## src/rtl/sparse_result_collector_if.sv

```systemverilog
// Result-pair stream bundle: unbacked upstream beats in, tagged ready/valid pairs out.
// The collector takes the slave view; the producer/consumer side takes the master view.
interface sparse_result_collector_if #(
    parameter int unsigned DataW = 64,
    parameter int unsigned RowW  = 10,
    parameter int unsigned PairW = 9
);
    logic             in_valid;
    logic             in_zeros;
    logic [DataW-1:0] in_data1;
    logic [DataW-1:0] in_data2;
    logic             out_valid;
    logic             out_ready;
    logic [RowW-1:0]  out_row;
    logic [PairW-1:0] out_pair;
    logic [DataW-1:0] out_data1;
    logic [DataW-1:0] out_data2;
    logic             out_last;

    modport slave (
        input  in_valid, in_zeros, in_data1, in_data2, out_ready,
        output out_valid, out_row, out_pair, out_data1, out_data2, out_last
    );

    modport master (
        output in_valid, in_zeros, in_data1, in_data2, out_ready,
        input  out_valid, out_row, out_pair, out_data1, out_data2, out_last
    );
endinterface

```

## src/rtl/sparse_result_collector.sv

```systemverilog
// Tags sparse x dense result pairs with row/pair indices and buffers them into a ready/valid
// stream. Optional zero-row expansion (ZFILL state) is enabled by defining ZERO_ROW_EXPAND_EN.
module sparse_result_collector #(
    parameter int unsigned DataW       = 64,
    parameter int unsigned PairsPerRow = 280,
    parameter int unsigned NumRows     = 560,
    parameter int unsigned RowW        = 10,
    parameter int unsigned PairW       = 9,
    parameter int unsigned FifoDepth   = 16
) (
    input  logic                     clk,
    input  logic                     rst,
    sparse_result_collector_if.slave bus,
    output logic                     done_o,
    output logic                     overflow_o,
    output logic                     proto_err_o
);
    localparam int unsigned PtrW = $clog2(FifoDepth);
    localparam int unsigned CntW = PtrW + 1;
    localparam logic [RowW-1:0]  LastRow  = RowW'(NumRows - 1);
    localparam logic [PairW-1:0] LastPair = PairW'(PairsPerRow - 1);
    localparam logic [CntW-1:0]  FullCnt  = CntW'(FifoDepth);

    typedef struct packed {
        logic [RowW-1:0]  row;
        logic [PairW-1:0] pair;
        logic             last;
        logic [DataW-1:0] d1;
        logic [DataW-1:0] d2;
    } entry_t;

    typedef enum logic [1:0] {
        StCollect,
        StDrain,
`ifdef ZERO_ROW_EXPAND_EN
        StZfill,
`endif
        StDone
    } state_e;

    state_e          state_q;
    logic [RowW-1:0] row_cnt_q;
    logic [PairW-1:0] pair_cnt_q;
    logic [CntW-1:0] cnt_q, cnt_d;
    logic [PtrW-1:0] wr_ptr_q, rd_ptr_q;
    logic            done_q, overflow_q, proto_err_q;
    entry_t          mem_q [FifoDepth];
    entry_t          push_ent, head;
    logic            push_req, push, pop, can_push, out_valid;
    logic            pair_last, row_last;
`ifdef ZERO_ROW_EXPAND_EN
    logic [PairW-1:0] zf_cnt_q;
    logic             zf_last;
    assign zf_last = (zf_cnt_q == LastPair);
`endif

    assign pair_last = (pair_cnt_q == LastPair);
    assign row_last  = (row_cnt_q == LastRow);
    assign out_valid = (cnt_q != '0);
    assign pop       = out_valid & bus.out_ready;
    // A pop in the same cycle frees the slot, so a full FIFO still accepts the push.
    assign can_push  = (cnt_q != FullCnt) | pop;
    assign push      = push_req & can_push;
    assign cnt_d     = cnt_q + CntW'(push) - CntW'(pop);

    always_comb begin
        push_req = 1'b0;
        push_ent = '0;
        unique case (state_q)
            StCollect: begin
                push_req      = bus.in_valid;
                push_ent.row  = row_cnt_q;
                push_ent.pair = pair_cnt_q;
                push_ent.last = pair_last;
                push_ent.d1   = bus.in_data1;
                push_ent.d2   = bus.in_data2;
            end
`ifdef ZERO_ROW_EXPAND_EN
            StZfill: begin
                push_req = 1'b1;
                if (bus.in_valid) begin
                    push_ent.row  = row_cnt_q + RowW'(1);
                    push_ent.pair = pair_cnt_q;
                    push_ent.last = pair_last;
                    push_ent.d1   = bus.in_data1;
                    push_ent.d2   = bus.in_data2;
                end else begin
                    push_ent.row  = row_cnt_q;
                    push_ent.pair = zf_cnt_q;
                    push_ent.last = zf_last;
                end
            end
`endif
            default: ;
        endcase
    end

    always_ff @(posedge clk) begin
        if (push) begin
            mem_q[wr_ptr_q] <= push_ent;
        end
    end

    always_ff @(posedge clk) begin
        if (!rst) begin
            state_q     <= StCollect;
            row_cnt_q   <= '0;
            pair_cnt_q  <= '0;
            cnt_q       <= '0;
            wr_ptr_q    <= '0;
            rd_ptr_q    <= '0;
            done_q      <= 1'b0;
            overflow_q  <= 1'b0;
            proto_err_q <= 1'b0;
`ifdef ZERO_ROW_EXPAND_EN
            zf_cnt_q    <= '0;
`endif
        end else begin
            cnt_q <= cnt_d;
            if (push) wr_ptr_q <= wr_ptr_q + PtrW'(1);
            if (pop)  rd_ptr_q <= rd_ptr_q + PtrW'(1);
            unique case (state_q)
                StCollect: begin
                    if (bus.in_valid) begin
                        if (!can_push)    overflow_q  <= 1'b1;
                        if (bus.in_zeros) proto_err_q <= 1'b1;
                        if (pair_last) begin
                            pair_cnt_q <= '0;
                            row_cnt_q  <= row_cnt_q + RowW'(1);
                            if (row_last) state_q <= StDrain;
                        end else begin
                            pair_cnt_q <= pair_cnt_q + PairW'(1);
                        end
                    end else if (bus.in_zeros) begin
`ifdef ZERO_ROW_EXPAND_EN
                        if (pair_cnt_q == '0) begin
                            zf_cnt_q <= '0;
                            state_q  <= StZfill;
                        end else begin
                            proto_err_q <= 1'b1;
                            pair_cnt_q  <= '0;
                            row_cnt_q   <= row_cnt_q + RowW'(1);
                            if (row_last) state_q <= StDrain;
                        end
`else
                        if (pair_cnt_q != '0) proto_err_q <= 1'b1;
                        pair_cnt_q <= '0;
                        row_cnt_q  <= row_cnt_q + RowW'(1);
                        if (row_last) state_q <= StDrain;
`endif
                    end
                end
`ifdef ZERO_ROW_EXPAND_EN
                StZfill: begin
                    if (bus.in_zeros) proto_err_q <= 1'b1;
                    if (bus.in_valid) begin
                        if (!can_push) overflow_q <= 1'b1;
                        // A whole second row cannot be tagged while this fill is still pending.
                        if (pair_last) proto_err_q <= 1'b1;
                        pair_cnt_q <= pair_last ? '0 : pair_cnt_q + PairW'(1);
                    end else if (push) begin
                        if (zf_last) begin
                            row_cnt_q <= row_cnt_q + RowW'(1);
                            state_q   <= row_last ? StDrain : StCollect;
                        end else begin
                            zf_cnt_q <= zf_cnt_q + PairW'(1);
                        end
                    end
                end
`endif
                StDrain: begin
                    if (bus.in_valid || bus.in_zeros) proto_err_q <= 1'b1;
                    if (cnt_d == '0) begin
                        state_q <= StDone;
                        done_q  <= 1'b1;
                    end
                end
                StDone: begin
                    if (bus.in_valid || bus.in_zeros) proto_err_q <= 1'b1;
                end
                default: state_q <= StCollect;
            endcase
        end
    end

    // Gate stale storage so an empty FIFO presents all-zero fields.
    assign head          = out_valid ? mem_q[rd_ptr_q] : '0;
    assign bus.out_valid = out_valid;
    assign bus.out_row   = head.row;
    assign bus.out_pair  = head.pair;
    assign bus.out_last  = head.last;
    assign bus.out_data1 = head.d1;
    assign bus.out_data2 = head.d2;
    assign done_o        = done_q;
    assign overflow_o    = overflow_q;
    assign proto_err_o   = proto_err_q;
endmodule
```

## src/flat_wrapper.sv

```systemverilog
// flat-port wrapper written by rule: the top's interface ports become plain ports
module sparse_result_collector_flat 
#(
    parameter int unsigned DataW       = 64,
    parameter int unsigned PairsPerRow = 280,
    parameter int unsigned NumRows     = 560,
    parameter int unsigned RowW        = 10,
    parameter int unsigned PairW       = 9,
    parameter int unsigned FifoDepth   = 16
)
  (clk, rst, done_o, overflow_o, proto_err_o, bus_in_valid, bus_in_zeros, bus_in_data1, bus_in_data2, bus_out_ready, bus_out_valid, bus_out_row, bus_out_pair, bus_out_data1, bus_out_data2, bus_out_last);
  sparse_result_collector_if #(.DataW(DataW), .RowW(RowW), .PairW(PairW)) bus_i ();
  input  logic clk;
  input  logic rst;
  output logic done_o;
  output logic overflow_o;
  output logic proto_err_o;
  input wire logic [$bits(bus_i.in_valid)-1:0] bus_in_valid;
  input wire logic [$bits(bus_i.in_zeros)-1:0] bus_in_zeros;
  input wire logic [$bits(bus_i.in_data1)-1:0] bus_in_data1;
  input wire logic [$bits(bus_i.in_data2)-1:0] bus_in_data2;
  input wire logic [$bits(bus_i.out_ready)-1:0] bus_out_ready;
  output wire logic [$bits(bus_i.out_valid)-1:0] bus_out_valid;
  output wire logic [$bits(bus_i.out_row)-1:0] bus_out_row;
  output wire logic [$bits(bus_i.out_pair)-1:0] bus_out_pair;
  output wire logic [$bits(bus_i.out_data1)-1:0] bus_out_data1;
  output wire logic [$bits(bus_i.out_data2)-1:0] bus_out_data2;
  output wire logic [$bits(bus_i.out_last)-1:0] bus_out_last;
  assign bus_i.in_valid = bus_in_valid;
  assign bus_i.in_zeros = bus_in_zeros;
  assign bus_i.in_data1 = bus_in_data1;
  assign bus_i.in_data2 = bus_in_data2;
  assign bus_i.out_ready = bus_out_ready;
  assign bus_out_valid = bus_i.out_valid;
  assign bus_out_row = bus_i.out_row;
  assign bus_out_pair = bus_i.out_pair;
  assign bus_out_data1 = bus_i.out_data1;
  assign bus_out_data2 = bus_i.out_data2;
  assign bus_out_last = bus_i.out_last;
  sparse_result_collector #(.DataW(DataW), .PairsPerRow(PairsPerRow), .NumRows(NumRows), .RowW(RowW), .PairW(PairW), .FifoDepth(FifoDepth)) u_core (.clk(clk), .rst(rst), .bus(bus_i), .done_o(done_o), .overflow_o(overflow_o), .proto_err_o(proto_err_o));
endmodule
```

## config.mk

```make
export PLATFORM = sky130hd
export DESIGN_NAME = sparse_result_collector_flat
export DESIGN_NICKNAME = d
export VERILOG_FILES = /design/src/rtl/sparse_result_collector_if.sv /design/src/rtl/sparse_result_collector.sv /design/src/flat_wrapper.sv
export SDC_FILE = /design/constraint.sdc
export NUM_CORES = 2
export LEC_CHECK = 0
export CAP_MARGIN = 15
export CORE_ASPECT_RATIO = 0.9
export CORE_MARGIN = 3
export CORE_UTILIZATION = 45
export CTS_CLUSTER_DIAMETER = 100
export DETAILED_ROUTE_END_ITERATION = 8
export PLACE_DENSITY = 0.71
export SYNTH_ARGS = -nofsm -noshare
export SYNTH_HDL_FRONTEND = slang
export SYNTH_SLANG_ARGS = --single-unit
```

## constraint.sdc

```tcl
create_clock -name clk -period 17.9 [get_ports clk]
set_clock_uncertainty 0.15 [all_clocks]
set_input_delay 5.37 -clock clk [delete_from_list [all_inputs] [get_ports clk]]
set_output_delay 5.37 -clock clk [all_outputs]
set_load 0.01 [all_outputs]
```

# --- Word level (Yosys, flattened, before mapping) ---
# Memory sizes are Yosys's and may differ from the RTL's. A register that Yosys moved wholly into a read port is not among the register bits.
# Cells that the tools add are included.
op_classes:
  n_reduce_logical: 14
  mux: 25
  addsub: 6
  n_bitwise: 5
  eq_ne: 12
ops:
  columns: ["op", "n"]
  rows:
  - ["two-way mux 148 bit", 2]
  - ["two-way mux 10 bit", 3]
  - ["two-way mux 9 bit", 3]
  - ["adder 10 x 1 -> 10 bit (second input constant)", 1]
  - ["equality test 10 bit (second input constant)", 1]
  - ["two-way mux 2 bit", 5]
  - ["adder 9 x 1 -> 9 bit (second input constant)", 1]
  - ["equality test 9 bit (second input constant)", 1]
  - ["nonzero test 9 bit", 1]
  - ["adder 4 x 1 -> 4 bit (second input constant)", 2]
  - ["two-way mux 1 bit", 8]
  - ["two-way mux 4 bit", 2]
  - ["AND reduction 4 bit", 2]
  - ["!= test 2 x 1 -> 1 bit (second input constant)", 3]
  - ["!= test 3 x 2 -> 1 bit (second input constant)", 2]
  - ["one-hot mux 2 bit (3 select lines)", 1]
  - ["AND reduction 3 bit", 2]
  - ["adder 5 x 1 -> 5 bit", 1]
  - ["zero test 5 bit", 1]
  - ["!= test 5 bit (second input constant)", 1]
  - ["nonzero test 5 bit", 1]
  - ["subtractor 5 x 1 -> 5 bit", 1]
  - ["AND reduction 2 bit", 2]
  - ["nonzero test 2 bit", 2]
  - ["11 further kinds", 13]
totals:
  elab_cells: 72
  regBits: 37
  mem_bits_rw: 2368
  memories: 1
memory_table:
  columns: ["memory", "depth", "word_bits", "rd", "rd_clocked_by_memory_dff", "wr", "line_no", "source"]
  rows:
  - ["u_core.mem_q", 16, 148, 1, 1, 1, "sparse_result_collector.sv:47", "entry_t mem_q [FifoDepth];"]

# --- Depth between registers and ports, before layout ---
logic_depth:
  ltp_word: 9
  ltp_mapped: 17

# --- Worst setup path before layout ---
# No wires, ideal clock.
synth_timing:
  path_type: "input to register"
  from: "input bus_in_valid"
  to: "memory u_core.mem_q[3][0] in the netlist's numbering (enable)"
  stages: 5
  setup_time_ps: 836
  slack_ps: 646
  required_time_ps: 16914
  arrival_ps: 16268
  cell_sequence: "clkbuf_1 -> nand2_1 -> nor2_1 -> nand2_1 -> nor3_1"
synth_between:
  elab_chain_cells: 4
synth_rtl:
  columns: ["element", "line_no", "source"]
  rows:
  - ["start: declaration", "flat_wrapper.sv:18", "input wire logic [$bits(bus_i.in_valid)-1:0] bus_in_valid;"]
  - ["two-way mux 1 bit", "sparse_result_collector.sv:69", "unique case (state_q)"]
  - ["AND 1 bit", "sparse_result_collector.sv:63", "assign push = push_req & can_push;"]
  - ["net u_core.push", "sparse_result_collector.sv:49", "logic push_req, push, pop, can_push, out_valid;"]
  - ["two-way mux 1 bit", "sparse_result_collector.sv:99", "if (push) begin"]
  - ["two-way mux 1 bit (implied by the code)", "sparse_result_collector.sv:100", "mem_q[wr_ptr_q] <= push_ent;"]
  - ["end: declaration", "sparse_result_collector.sv:47", null]
# The timed path passes the listed nets, and every way through them passes these cells.

==> impl_metrics.xml <==
<?xml version="1.0" encoding="UTF-8"?>
<metrics>
  <group name="worst_setup_path">
    <metric name="worst-r2r-setup-slack" unit="ns">12.60</metric>
    <metric name="critPathArrivalTime" unit="ns">5.75</metric>
    <metric name="reg2regPathDepth" unit="">8</metric>
    <metric name="critical_path.reg2reg.startpoint" unit="">u_core.state_q[0]$_SDFFE_PN0P_</metric>
    <metric name="worst-endpoint-required" unit="ns">12.38</metric>
    <metric name="worstSetupPathType" unit="">register to output port</metric>
    <metric name="timing.critical_path.to_type" unit="">output port</metric>
    <metric name="r2r_end" unit="">u_core.mem_q[12][57]$_DFFE_PP_</metric>
    <metric name="setup.worst_path.start_class" unit="">register</metric>
    <metric name="worst-path-max-fanout" unit="">162</metric>
  </group>
  <group name="worst_hold_path">
    <metric name="hold_path.startpoint" unit="">u_core.proto_err_o$_SDFFE_PN0P_</metric>
    <metric name="hold_path.class" unit="">register to register</metric>
    <metric name="hold_critical_path_endpoint" unit="">u_core.proto_err_o$_SDFFE_PN0P_</metric>
    <metric name="hold-path-cell-count" unit="">1</metric>
  </group>
  <group name="drt">
    <metric name="vias_per_cell" unit="">5.86</metric>
    <metric name="drc" unit="">0</metric>
    <metric name="vias" unit="">41900</metric>
    <metric name="detail_route.iter0.violations" unit="">4987</metric>
    <metric name="drtPass1Iterations" unit="">5</metric>
    <metric name="wire_per_inst" unit="microns">29.7</metric>
    <metric name="antenna_violation_net_count_after_detailed_routing" unit="">0</metric>
    <metric name="sum_of_routed_wire_length_over_all_layers" unit="microns">212000</metric>
  </group>
  <group name="timing">
    <metric name="fin_ws" unit="ns">6.63</metric>
    <metric name="rsz_0062_raised_after_global_routing" unit="">no</metric>
    <metric name="setup_viol" unit="">0</metric>
    <metric name="fmax" unit="MHz">88.8</metric>
    <metric name="finalCritPeriodShare" unit="%">62.9</metric>
    <metric name="slew_violations" unit="">0</metric>
    <metric name="timing.final.crit_period" unit="ns">11.27</metric>
    <metric name="finalSetupTns" unit="ns">0</metric>
    <metric name="finalHoldWorstSlack" unit="ns">0.320</metric>
    <metric name="timing.final.hold_violations" unit="">0</metric>
    <metric name="maxSlewHeadroom" unit="%">19.8</metric>
    <metric name="timing_worst_slew_pin_value" unit="ns">1.20</metric>
  </group>
  <group name="logic_synthesis">
    <metric name="synthCells" unit="">3853</metric>
    <metric name="number_of_enable_flip_flop_cells_after_synthesis" unit="">2368</metric>
    <metric name="syn_nets" unit="">4004</metric>
    <metric name="post_synth_instance_area" unit="sq mm">0.0930</metric>
    <metric name="yosysSeqAreaShare" unit="%">77.3</metric>
    <metric name="synth.area.top_cells" unit="">sky130_fd_sc_hd__edfxtp_1 (76%), sky130_fd_sc_hd__mux4_2 (18%), sky130_fd_sc_hd__and2_1 (2.1%)</metric>
    <metric name="dominantRegCellSynth" unit="">sky130_fd_sc_hd__edfxtp_1</metric>
    <metric name="share_of_the_synthesized_area_in_the_top_cell_type" unit="%">76.4</metric>
    <metric name="ys.warnings.count" unit="">0</metric>
    <metric name="synth_cell_types" unit="">44</metric>
    <metric name="ys_seq_elements" unit="">2409</metric>
    <metric name="post_synth.cell_area_avg" unit="sq um">24.1</metric>
    <metric name="ys_async_sr_fraction" unit="%">0</metric>
    <metric name="post-synth-top-area-cell" unit="">sky130_fd_sc_hd__edfxtp_1</metric>
  </group>
  <group name="placement">
    <metric name="placed_cells_incl_taps" unit="">6703</metric>
    <metric name="routabilityCongestion" unit="">0.724</metric>
    <metric name="hpwl_detailed" unit="microns">101000</metric>
    <metric name="place_worst_setup_slack" unit="ns">7.43</metric>
    <metric name="dpl_cell_area" unit="sq mm">0.0988</metric>
    <metric name="number_of_port_buffers" unit="">284</metric>
  </group>
  <group name="pwr">
    <metric name="internal-power" unit="mW">10.5</metric>
    <metric name="vdd.ir_drop.worst" unit="V">0.000129</metric>
    <metric name="comb_power_share" unit="%">19.2</metric>
    <metric name="share_clk_of_total_power" unit="%">34.9</metric>
    <metric name="leakage" unit="nW">32.3</metric>
    <metric name="pwr-share-seq" unit="%">45.9</metric>
    <metric name="netSwitchingFraction" unit="%">24.6</metric>
    <metric name="power.total" unit="mW">13.9</metric>
    <metric name="p_per_area" unit="mW/mm^2">130</metric>
    <metric name="power_switching" unit="mW">3.41</metric>
  </group>
  <group name="global_route">
    <metric name="grt.overflow.total" unit="">0</metric>
    <metric name="first_pass_grt_wire_length" unit="microns">309000</metric>
    <metric name="global_route.usage.total" unit="%">20.0</metric>
    <metric name="antenna_found_initial" unit="">21</metric>
    <metric name="number_of_global_route_vias_before_repair" unit="">43800</metric>
    <metric name="pin_count_of_the_biggest_net_entering_global_routing" unit="">163</metric>
  </group>
  <group name="cells_and_area">
    <metric name="final-instance-count-excl-fill" unit="">7147</metric>
    <metric name="final_core_utilization" unit="%">52.1</metric>
    <metric name="area_growth_syn_to_layout" unit="%">14.5</metric>
    <metric name="fillCellCount" unit="">15300</metric>
    <metric name="finalNetCount" unit="">4384</metric>
    <metric name="area_of_the_multi_input_gates" unit="sq mm">0.0199</metric>
    <metric name="finish.instance_area" unit="sq mm">0.107</metric>
    <metric name="layout.area.seq" unit="sq mm">0.0719</metric>
    <metric name="post_route_cells_drive_above_1_share" unit="%">26.5</metric>
  </group>
  <group name="clocking">
    <metric name="worst_skew_pair.late_latency" unit="ns">0.85</metric>
    <metric name="clock_pin_slew_on_the_worst_setup_and_hold_paths" unit="ns">0.06</metric>
    <metric name="resize_count_post_cts" unit="">0</metric>
    <metric name="cts.htree.levels" unit="">4</metric>
    <metric name="tritoncts_clock_tree" unit="">done</metric>
    <metric name="clock_tree.root_cell" unit="">sky130_fd_sc_hd__clkbuf_16</metric>
    <metric name="tritoncts.num_buffers" unit="">229</metric>
    <metric name="clock-sinks" unit="">2409</metric>
    <metric name="cts.hold.buffers_added" unit="">0</metric>
    <metric name="cts_max_path_buffers" unit="">3</metric>
    <metric name="post_cts.repair.setup_buffers" unit="">0</metric>
  </group>
  <group name="floorplan">
    <metric name="dieArea" unit="sq mm">0.212</metric>
    <metric name="placeableCoreArea" unit="sq mm">0.204</metric>
    <metric name="fp-row-count" unit="">157</metric>
    <metric name="floorplan.die.height" unit="microns">437</metric>
    <metric name="i_o_pin_total" unit="">285</metric>
    <metric name="chipWidth" unit="microns">485</metric>
    <metric name="initial_utilization" unit="%">45.5</metric>
  </group>
  <group name="job">
    <metric name="maxcap_violations" unit="">0</metric>
  </group>
  <group name="run_status">
    <metric name="outcome" unit="">finished clean</metric>
  </group>
</metrics>
==> area by class of cell <==
type,count,area share (%)
inverters,15,0.0528
diodes,10,0.0235
clock buffers,277,5.59
repair buffers,356,3.41
clock inverters,155,1.57
well taps,2703,3.17
multi-input cells,1222,18.7
flip-flops and latches,2409,67.5
==> power groups by stage <==
stage | sequential [mW] | clock (mW) | combinational (mW)
6_report | 6.37 | 4.85 | 2.66
5_1_grt | 6.38 | 5.17 | 2.85
4_1_cts | 6.37 | 4.94 | 2.72
3_5_place_dp | 6.49 | 0 | 2.71
3_3_place_gp | 6.49 | 0 | 2.69
2_1_floorplan | 6.49 | 0 | 1.79
==> flip-flops by register name (all words and copies together), names as in the netlist, named ones only <==
signal,flops
u_core.proto_err_o,1
u_core.mem_q,2368
u_core.overflow_o,1
u_core.row_cnt_q,10
u_core.state_q,2
u_core.cnt_q,5
u_core.wr_ptr_q,4
u_core.done_o,1
u_core.rd_ptr_q,4
u_core.pair_cnt_q,9
==> worst max-delay path by stage <==
| stage | start | to | slack [ns] | depth (start not counted) |
|---|---|---|---|---|
| final | register | bus_out_data1[43] | 6.63 | 7 |
| after floorplan | bus_in_valid | u_core.mem_q[3][0]$_DFFE_PP_ | 0.65 | 5 |
| after CTS | register | bus_out_data1[43] | 6.50 | 7 |
| after global placement | register | bus_out_data1[43] | 7.47 | 7 |
| after global routing | register | bus_out_data1[43] | 6.33 | 7 |
| after detailed placement | register | bus_out_data1[43] | 7.43 | 7 |
==> cells in the mapped netlist, drive strengths merged, types with 2 or more instances <==
library cell / instances
a21boi: 5
and2: 311
edfxtp: 2368
mux4: 740
dfxtp: 41
nand3: 7
nand2b: 5
xnor2: 17
nand3b: 2
nand2: 19
nor2: 33
a21oi: 7
inv: 15
nand4: 10
clkbuf: 124
and3: 4
or3b: 2
o21a: 2
nor2b: 7
o21ai: 6
ha: 17
nor3: 4
or2: 2
buf: 83
mux2i: 2
xor2: 7
==> placed cells by master (no fill, tap or decap), drive strengths merged, types with 4 or more instances in the layout <==
cell           synthesis  routed
and2                 311     311
nor2                  33      33
edfxtp              2368    2368
a21boi                 5       5
o21ai                  6       6
inv                   15      22
buf                   83      72
clkdlybuf4s50          0     284
xor2                   7       7
xnor2                 17      17
a21oi                  7       7
clkinv                 0     109
and3                   4       4
mux4                 740     740
nand2                 19      19
dfxtp                 41      41
nand3                  7       7
ha                    17      17
nand4                 10      10
bufinv                 0      26
nor3                   4       4
nand2b                 5       5
clkinvlp               0      13
diode                  0      10
clkbuf               124     277
nor2b                  7       7
==> layer usage <==
metal / share of wire [%] / global-route usage, %
met4: 2.3 / 5.32
met5: 0.012 / 0
met3: 7.8 / 4.29
met1: 40 / 28.1
met2: 49 / 32.2
==> kinds of logic (layout without fill, tap and decap cells) <==
group	after synthesis	after routing	share of synthesized area [%]
flip-flops	2409	2409	77.3
multiplexers	742	742	17.9
AND/OR/NAND/NOR	413	413	2.65
buffers and inverters	222	803	1.44
AO/OA/AOI/OAI	25	25	0.174
XOR/XNOR	24	24	0.226
adder cells (fa/ha/maj)	18	18	0.250
other	0	10	0
==> critical path, stage by stage (launching register included) <==
cell	delay (ns)
sky130_fd_sc_hd__dfxtp_4	0.69
sky130_fd_sc_hd__buf_12	0.66
sky130_fd_sc_hd__buf_4	0.75
sky130_fd_sc_hd__buf_4	0.86
sky130_fd_sc_hd__mux4_2	0.41
sky130_fd_sc_hd__mux4_2	0.55
sky130_fd_sc_hd__and2_1	0.20
sky130_fd_sc_hd__clkdlybuf4s50_1	0.47
Note: power is estimated with default switching activity, not from simulation.
